--- src/rtl/coin_return_if.sv ---
// Refund dispense bus: refund request and credit snapshot from upstream,
// coin handshake with the coin-return mechanism, and status back out.
// master = coin_return controller, slave = environment (detector/mechanism).
interface coin_return_if #(
    parameter int CW = 8
);
    logic          isdown;
    logic [CW-1:0] credit;
    logic          credit_clr;
    logic          coin_valid;
    logic [1:0]    coin_sel;
    logic          coin_ack;
    logic          busy;
    logic          done;
    logic          fault;

    modport master (
        input  isdown, credit, coin_ack,
        output credit_clr, coin_valid, coin_sel, busy, done, fault
    );

    modport slave (
        output isdown, credit, coin_ack,
        input  credit_clr, coin_valid, coin_sel, busy, done, fault
    );
endinterface

--- src/rtl/coin_return.sv ---
// coin_return: snapshots credit on a refund request and pays it back as
// coins, largest first, over a valid/ack handshake.
// Optional ack watchdog: define COIN_RETURN_TIMEOUT_EN to enable the
// FAULT state after TIMEOUT un-acked DISPENSE cycles.
//
// state    | meaning
// ---------+-----------------------------------------------------------
// IDLE     | waiting for a rising isdown
// LOAD     | credit captured in rem, credit_clr pulsed
// DISPENSE | coin_valid up, coin chosen from rem, waiting for coin_ack
// DONE     | one-cycle done pulse
// FAULT    | ack watchdog expired; held until reset (macro only)
module coin_return #(
    parameter int CW      = 8,
    parameter int TIMEOUT = 15
) (
    input  logic          clk,
    input  logic          reset,
    coin_return_if.master bus
);
    typedef enum logic [2:0] {
        S_IDLE     = 3'd0,
        S_LOAD     = 3'd1,
        S_DISPENSE = 3'd2,
        S_DONE     = 3'd3
`ifdef COIN_RETURN_TIMEOUT_EN
        , S_FAULT  = 3'd4
`endif
    } state_t;

    state_t        state_q, state_d;
    logic [CW-1:0] rem_q, rem_d;
    logic          isdown_q;
    logic          trigger;
    logic [1:0]    sel_raw;
    logic [CW-1:0] coin_val;

    assign trigger = bus.isdown && !isdown_q && (state_q == S_IDLE);

    // Greedy coin choice from the remaining balance; stable while rem holds.
    always_comb begin
        sel_raw  = 2'b01;
        coin_val = CW'(1);
        if (rem_q >= CW'(5)) begin
            sel_raw  = 2'b11;
            coin_val = CW'(5);
        end else if (rem_q >= CW'(2)) begin
            sel_raw  = 2'b10;
            coin_val = CW'(2);
        end
    end

`ifdef COIN_RETURN_TIMEOUT_EN
    localparam int TW = $clog2(TIMEOUT + 1);
    logic [TW-1:0] cnt_q;

    // Ack watchdog: restarts on DISPENSE entry and on every ack.
    always_ff @(posedge clk or negedge reset) begin
        if (!reset) begin
            cnt_q <= '0;
        end else if (state_q == S_LOAD) begin
            cnt_q <= '0;
        end else if (state_q == S_DISPENSE) begin
            if (bus.coin_ack) cnt_q <= '0;
            else              cnt_q <= cnt_q + 1'b1;
        end
    end
`endif

    // State, balance and request-edge registers.
    always_ff @(posedge clk or negedge reset) begin
        if (!reset) begin
            state_q  <= S_IDLE;
            rem_q    <= '0;
            isdown_q <= 1'b0;
        end else begin
            state_q  <= state_d;
            rem_q    <= rem_d;
            isdown_q <= bus.isdown;
        end
    end

    // Next-state and balance update.
    always_comb begin
        state_d = state_q;
        rem_d   = rem_q;
        case (state_q)
            S_IDLE: begin
                if (trigger) begin
                    rem_d   = bus.credit;
                    state_d = S_LOAD;
                end
            end
            S_LOAD: begin
                state_d = (rem_q == '0) ? S_DONE : S_DISPENSE;
            end
            S_DISPENSE: begin
                if (bus.coin_ack) begin
                    rem_d = rem_q - coin_val;
                    if (rem_d == '0) state_d = S_DONE;
                end
`ifdef COIN_RETURN_TIMEOUT_EN
                else if (cnt_q == TW'(TIMEOUT - 1)) begin
                    state_d = S_FAULT;
                end
`endif
            end
            S_DONE: begin
                state_d = S_IDLE;
            end
`ifdef COIN_RETURN_TIMEOUT_EN
            S_FAULT: begin
                state_d = S_FAULT;
            end
`endif
            default: begin
                state_d = S_IDLE;
            end
        endcase
    end

    // Outputs decoded purely from registered state and balance.
    always_comb begin
        bus.credit_clr = (state_q == S_LOAD);
        bus.coin_valid = (state_q == S_DISPENSE);
        bus.coin_sel   = (state_q == S_DISPENSE) ? sel_raw : 2'b00;
        bus.busy       = (state_q != S_IDLE);
        bus.done       = (state_q == S_DONE);
`ifdef COIN_RETURN_TIMEOUT_EN
        bus.fault      = (state_q == S_FAULT);
`else
        bus.fault      = 1'b0;
`endif
    end
endmodule

--- src/flat_wrapper.sv ---
// flat-port wrapper written by rule: the top's interface ports become plain ports
module coin_return_flat 
#(
    parameter int CW      = 8,
    parameter int TIMEOUT = 15
)
  (clk, reset, bus_isdown, bus_credit, bus_coin_ack, bus_credit_clr, bus_coin_valid, bus_coin_sel, bus_busy, bus_done, bus_fault);
  coin_return_if #(.CW(CW)) bus_i ();
  input  logic clk;
  input  logic reset;
  input wire logic [$bits(bus_i.isdown)-1:0] bus_isdown;
  input wire logic [$bits(bus_i.credit)-1:0] bus_credit;
  input wire logic [$bits(bus_i.coin_ack)-1:0] bus_coin_ack;
  output wire logic [$bits(bus_i.credit_clr)-1:0] bus_credit_clr;
  output wire logic [$bits(bus_i.coin_valid)-1:0] bus_coin_valid;
  output wire logic [$bits(bus_i.coin_sel)-1:0] bus_coin_sel;
  output wire logic [$bits(bus_i.busy)-1:0] bus_busy;
  output wire logic [$bits(bus_i.done)-1:0] bus_done;
  output wire logic [$bits(bus_i.fault)-1:0] bus_fault;
  assign bus_i.isdown = bus_isdown;
  assign bus_i.credit = bus_credit;
  assign bus_i.coin_ack = bus_coin_ack;
  assign bus_credit_clr = bus_i.credit_clr;
  assign bus_coin_valid = bus_i.coin_valid;
  assign bus_coin_sel = bus_i.coin_sel;
  assign bus_busy = bus_i.busy;
  assign bus_done = bus_i.done;
  assign bus_fault = bus_i.fault;
  coin_return #(.CW(CW), .TIMEOUT(TIMEOUT)) u_core (.clk(clk), .reset(reset), .bus(bus_i));
endmodule
--- config.mk ---
export PLATFORM = sky130hd
export DESIGN_NAME = coin_return_flat
export DESIGN_NICKNAME = d
export VERILOG_FILES = /design/src/rtl/coin_return_if.sv /design/src/rtl/coin_return.sv /design/src/flat_wrapper.sv
export SDC_FILE = /design/constraint.sdc
export NUM_CORES = 1
export LEC_CHECK = 0
export CORE_AREA = 2 2 59 61
export DETAILED_ROUTE_END_ITERATION = 16
export DIE_AREA = 0 0 61 63
export PLACE_DENSITY = 0.55
export SYNTH_ARGS = -nofsm -noshare
export SYNTH_HDL_FRONTEND = slang
export SYNTH_SLANG_ARGS = --single-unit
--- constraint.sdc ---
create_clock -name clk -period 7 [get_ports clk]
set_input_delay 1.75 -clock clk [delete_from_list [all_inputs] [get_ports clk]]
set_output_delay 1.75 -clock clk [all_outputs]
set_load 0.02 [all_outputs]
==> flow_summary.json, run 1 <==
{
  "tritoncts": "built",
  "core.rowCount": 21,
  "power_w": 0.000520,
  "hp-class": "reg -> reg",
  "crit_arrival_ns": 2.54,
  "die_w_um": 61,
  "io_buffers": 17,
  "hold_viol_final": 0,
  "synth_ff_type": "dfrtp_1",
  "p_per_area_nw_per_um2": 476,
  "syn_area_um2": 861,
  "critPathTopFamily": "simple AND/OR/NAND/NOR gates",
  "r2r_start": "u_core.rem_q[3]",
  "dp_slack_ns": 3.01,
  "cp_cell_sequence": "or4_1, or2_4, or2_1, and2_1, clkdlybuf4s50_1",
  "syn_to_final_growth_pct": 26.9,
  "crit_fanout": 7,
  "worst_pin_slew_ns": 0.764,
  "synth_area_leader_cell": "dfrtp_1",
  "synth_seq_area_share": 0.320,
  "grt_start_max_net_pins": 23,
  "antenna_left": 0,
  "avgViaCountPerCell": 4.50,
  "core-area_um2": 3230,
  "grt_pass1_wl_um": 3260,
  "post_cts_buffers": 0,
  "die_height_um": 63,
  "max_cap_violations": 0,
  "cp-start-kind": "flop",
  "status": "complete, no violations",
  "netlist_top_cells_area": "dfrtp_1 (32%), ha_1 (12%), a21oi_1 (5.2%), nand2_1 (4.8%), mux2i_1 (4.7%)",
  "peakVddDrop_v": 0.000139,
  "slew_violations": 0,
  "synthCells": 102,
  "rsz0062_at_grt": "false",
  "regToRegSetupSlack_ns": 3.68,
  "finalSetupTns_ns": 0,
  "firstDrtPassIters": 4,
  "critPathBufInv": 1,
  "final_util": 0.338,
  "antenna_found_initial": 0,
  "crit_type": "reg -> out",
  "gp_congestion": 0.819,
  "overflow": 0,
  "fill_cells": 349,
  "synth_edf_count": 0,
  "critPathMaxStageDelay_ns": 0.56,
  "rr_endpoint": "u_core.state_q[1]",
  "worst_slack_ns": 2.71,
  "max_freq_mhz": 233,
  "path_depth": 5,
  "drt_iter0_drc": 17,
  "syn_area_per_cell_um2": 8.44,
  "synth_common_cells": "dfrtp_1 (11), nand2_1 (11), a21oi_1 (9)",
  "antenna_cells": 0,
  "htreeDepth": 1,
  "hpwl_um": 1440,
  "final_layout_size_suffix_gt1_frac": 0.0678,
  "drt_wl_total_um": 1840,
  "r2r_cells": 9,
  "dieArea_um2": 3840,
  "grt_use_total": 0.113,
  "clock-root-buffer": "clkbuf_4",
  "route.detailed.drc": 0,
  "register_area_um2": 275,
  "setup_violations": 0,
  "fin_worst_skew_ns": 0.00536,
  "multi_input_area_um2": 537,
  "worstPathRequired_ns": 5.25,
  "leakage_nw": 0.451,
  "synth_fp_nets": 123,
  "synth_seq_cells": 11,
  "yosysWarnings": 0,
  "vias": 738,
  "ctsHoldBuffers": 0,
  "yosysUniqueCellTypes": 31,
  "async_flop_share": 1.00,
  "fin_crit_ns": 4.29,
  "avgRoutedWirePerCell_um": 11.2,
  "cp_slowest_cell": "or4_1",
  "cts.sink_count": 11,
  "initial_core_util": 0.266,
  "cp-startpoint": "u_core.rem_q[3]",
  "io-pin-count": 19,
  "grt_pass1_vias": 712,
  "cts_resized": 0,
  "clk_pin_slew_worst_paths_ns": 0.07,
  "relSlewSlack": 0.491,
  "synth_top_area_frac": 0.320,
  "final_nets": 140,
  "clock_latency_ns": 0.27,
  "cts_buffers": 3,
  "end_kind": "output port",
  "crit_path_end": "bus_coin_sel[0]",
  "cts_buffer_depth": 2,
  "period_share": 0.613
}
## worst min path at each step
stage | from | end | cells after the start
floorplan | u_core.rem_q[6] | u_core.rem_q[6] | 2
global placement | u_core.rem_q[6] | u_core.rem_q[6] | 2
detailed placement | u_core.rem_q[6] | u_core.rem_q[6] | 2
CTS | u_core.rem_q[6] | u_core.rem_q[6] | 2
global route | u_core.rem_q[0] | u_core.rem_q[0] | 2
finish | u_core.rem_q[6] | u_core.rem_q[6] | 2
## layer usage
metal,global-route usage,part of all wire,wire (um),vias up
met4,0.0707,0.0098,18,0
met3,0.0248,0.031,57,2
met2,0.159,0.48,886,10
met5,0,0,0,-
li1,-,-,-,384
met1,0.152,0.48,880,342
## metrics by stage
stage	cells	instance area (um2)	hold WS, ns
after detailed placement	160	1070	0.550
after CTS	164	1090	0.576
after global placement	160	1070	0.543
after global routing	164	1090	0.651
after floorplan	102	861	0.503
final	164	1090	0.585
## layout make-up
class,count,area share
clock buffers,4,0.0241
inverters,7,0.0241
multi-input cells,79,0.491
flip-flops and latches,11,0.252
well taps,46,0.0527
repair buffers,17,0.156
## cells in the final DEF, fill, tap and decap left out, drive strengths merged
| master | instances |
|---|---|
| ha | 8 |
| clkdlybuf4s50 | 17 |
| a211o | 1 |
| clkbuf | 4 |
| nor2b | 1 |
| nor2 | 7 |
| mux2i | 4 |
| and2 | 1 |
| a2bb2oi | 2 |
| nand2b | 2 |
| or4 | 1 |
| conb | 1 |
| o31a | 1 |
| o31ai | 1 |
| nor3 | 4 |
| xnor2 | 2 |
| fa | 1 |
| o41ai | 1 |
| nand4b | 1 |
| a21oi | 9 |
| nand2 | 11 |
| or3 | 2 |
| o21ai | 8 |
| dfrtp | 11 |
| o22ai | 4 |
| or2 | 4 |
| mux2 | 1 |
| xor2 | 1 |
| inv | 7 |
## tightest hold or removal path, stage by stage (launching register included)
cell	delay [ns]
dfrtp_1	0.38
o21ai_0	0.09
o21ai_0	0.07
## sequential cells by signal (all words and copies together) (netlist names)
signal,cells
u_core.state_q,2
u_core.rem_q,8
u_core.isdown_q,1
## kinds of logic after synthesis
| group | synth area share |
|---|---|
| and+or+nand+nor | 0.196 |
| AOI/OAI and AO/OA | 0.193 |
| buffers and inverters | 0.0567 |
| DFF | 0.320 |
| adders and majority gates | 0.140 |
| muxes | 0.0596 |
| xor gates and xnor gates | 0.0305 |
| other | 0.00436 |
## where the power goes
group | leakage [nW] | total (W) | internal, W | switching, W
combinational | 0.307 | 0.000341 | 0.000154 | 0.000187
clock | 0.0150 | 0.0000434 | 0.0000220 | 0.0000214
sequential | 0.128 | 0.000135 | 0.0000950 | 0.0000402
total | 0.451 | 0.000520 | 0.000271 | 0.000248
Note: power is estimated with default switching activity, not from simulation.
==> run 2, diff against run 1 <==
- PLACE_DENSITY: 0.55 -> 0.57
- clock period: 7 -> 3.82 ns (I/O delays scaled with it)
==> run 2 against run 1 <==
Critical path depth unchanged. Critical endpoint unchanged. Clock power up 85%. Sequential share of layout area down 0.17 points. First-iteration DRC count down 5.9%. Total power up 86%. Worst setup slack worse by 2.4 ns. Wire length up 6.5%. Largest power group unchanged.
==> flow_summary.json, run 2 (synthesis results as in run 1) <==
{
  "p_per_area_nw_per_um2": 879,
  "final_util": 0.340,
  "final_layout_size_suffix_gt1_frac": 0.0756,
  "leakage_nw": 0.456,
  "clock-root-buffer": "clkbuf_4",
  "antenna_left": 0,
  "layout_common_cells": "clkdlybuf4s50_1 (17), nand2_1 (11), dfrtp_1 (11)",
  "antenna_cells": 0,
  "peakVddDrop_v": 0.000352,
  "rsz0062_at_grt": "false",
  "worst_pin_slew_ns": 0.528,
  "final_nets": 141,
  "initial_core_util": 0.266,
  "hpwl_um": 1560,
  "max_freq_mhz": 287,
  "slew_violations": 0,
  "gp_congestion": 0.800,
  "grt_use_total": 0.115,
  "fin_worst_skew_ns": 0.00124,
  "drt_wl_total_um": 1960,
  "largest_register_ffs": 8,
  "firstDrtPassIters": 4,
  "route.detailed.drc": 0,
  "cts_buffer_depth": 2,
  "hold_viol_final": 0,
  "period_share": 0.912,
  "vias": 753,
  "end_kind": "output port",
  "drt_iter0_drc": 16,
  "max_cap_violations": 0,
  "hp-class": "reg -> reg",
  "avgViaCountPerCell": 4.56,
  "crit_type": "reg -> out",
  "crit_arrival_ns": 2.53,
  "cts_buffers": 3,
  "largest_register": "u_core.rem_q",
  "grt_pass1_vias": 760,
  "core.rowCount": 21,
  "avgRoutedWirePerCell_um": 11.9,
  "worst_slack_ns": 0.335,
  "tritoncts": "built",
  "setup_violations": 0,
  "die_w_um": 61,
  "dieArea_um2": 3840,
  "relSlewSlack": 0.647,
  "syn_to_final_growth_pct": 27.8,
  "crit_fanout": 7,
  "ctsHoldBuffers": 0,
  "clock_latency_ns": 0.27,
  "status": "complete, no violations",
  "dp_slack_ns": 0.565,
  "grt_pass1_wl_um": 3390,
  "reg_top3": "u_core.rem_q: 8 flops, u_core.state_q: 2 flops, u_core.isdown_q: 1 flops",
  "worstPathRequired_ns": 2.86,
  "cts.sink_count": 11,
  "finalSetupTns_ns": 0,
  "grt_start_max_net_pins": 19,
  "io_buffers": 17,
  "antenna_found_initial": 0,
  "cp-start-kind": "flop",
  "io-pin-count": 19,
  "clk_pin_slew_worst_paths_ns": 0.07,
  "power_w": 0.000966,
  "htreeDepth": 1,
  "core-area_um2": 3230,
  "overflow": 0,
  "fin_hold_ws_ns": 0.584,
  "fin_crit_ns": 3.48,
  "final_common_cell": "clkdlybuf4s50_1",
  "die_height_um": 63,
  "cts_resized": 0,
  "post_cts_buffers": 0
}
run 2: changes by cell type in the layout (fill, tap and decap cells not counted), sizes merged:
cell,delta
buf,+1
run 2: final cells by class:
class	instances	area [um2]
fillers	337	2130
multi-input cells	79	537
flip-flops and latches	11	275
repair buffers	18	178
well taps	46	57.6
clock buffers	4	26.3
inverters	7	26.3
run 2: worst paths after layout:
check                                      from           endpoint  slack, ns  cells after the start
worst max register to register  u_core.rem_q[3]  u_core.state_q[1]       0.55                      9
worst min-delay path            u_core.rem_q[6]    u_core.rem_q[6]       0.58                      2
min in group asynchronous                 reset  u_core.state_q[0]       1.03                      1
worst max-delay path            u_core.rem_q[3]    bus_coin_sel[0]       0.34                      5
max in group asynchronous                 reset    u_core.rem_q[7]       2.44                      1
worst min register to register  u_core.rem_q[6]    u_core.rem_q[6]       0.58                      2
run 2: worst max-delay path, cell delays in order (launching register included):
cell and delay, ns:
dfrtp_1 0.45, or4_1 0.55, or2_4 0.27, or2_1 0.29
and2_1 0.18, clkdlybuf4s50_1 0.53
run 2: per-layer routing:
metal	GRT usage	vias to the layer above	routed length (um)
met1	0.152	347	915
met2	0.176	17	952
met5	0	-	0
met4	0.0326	0	35
li1	-	385	-
met3	0.0373	4	60
run 2: through the flow:
stage	cell area, um2	instances
2_1_floorplan	861	102
3_3_place_gp	1070	161
3_5_place_dp	1070	161
4_1_cts	1100	165
5_1_grt	1100	165
6_report	1100	165
run 2: where the power goes:
group	internal, W	switching (W)
logic	0.000288	0.000347
registers	0.000174	0.0000766
clock network	0.0000404	0.0000400
total	0.000503	0.000464
==> run 3, diff against run 2 <==
- CAP_MARGIN: unset -> 10
==> results of run 3 <==
Same layout as run 2: the final DEF is identical, and so are final timing and power.
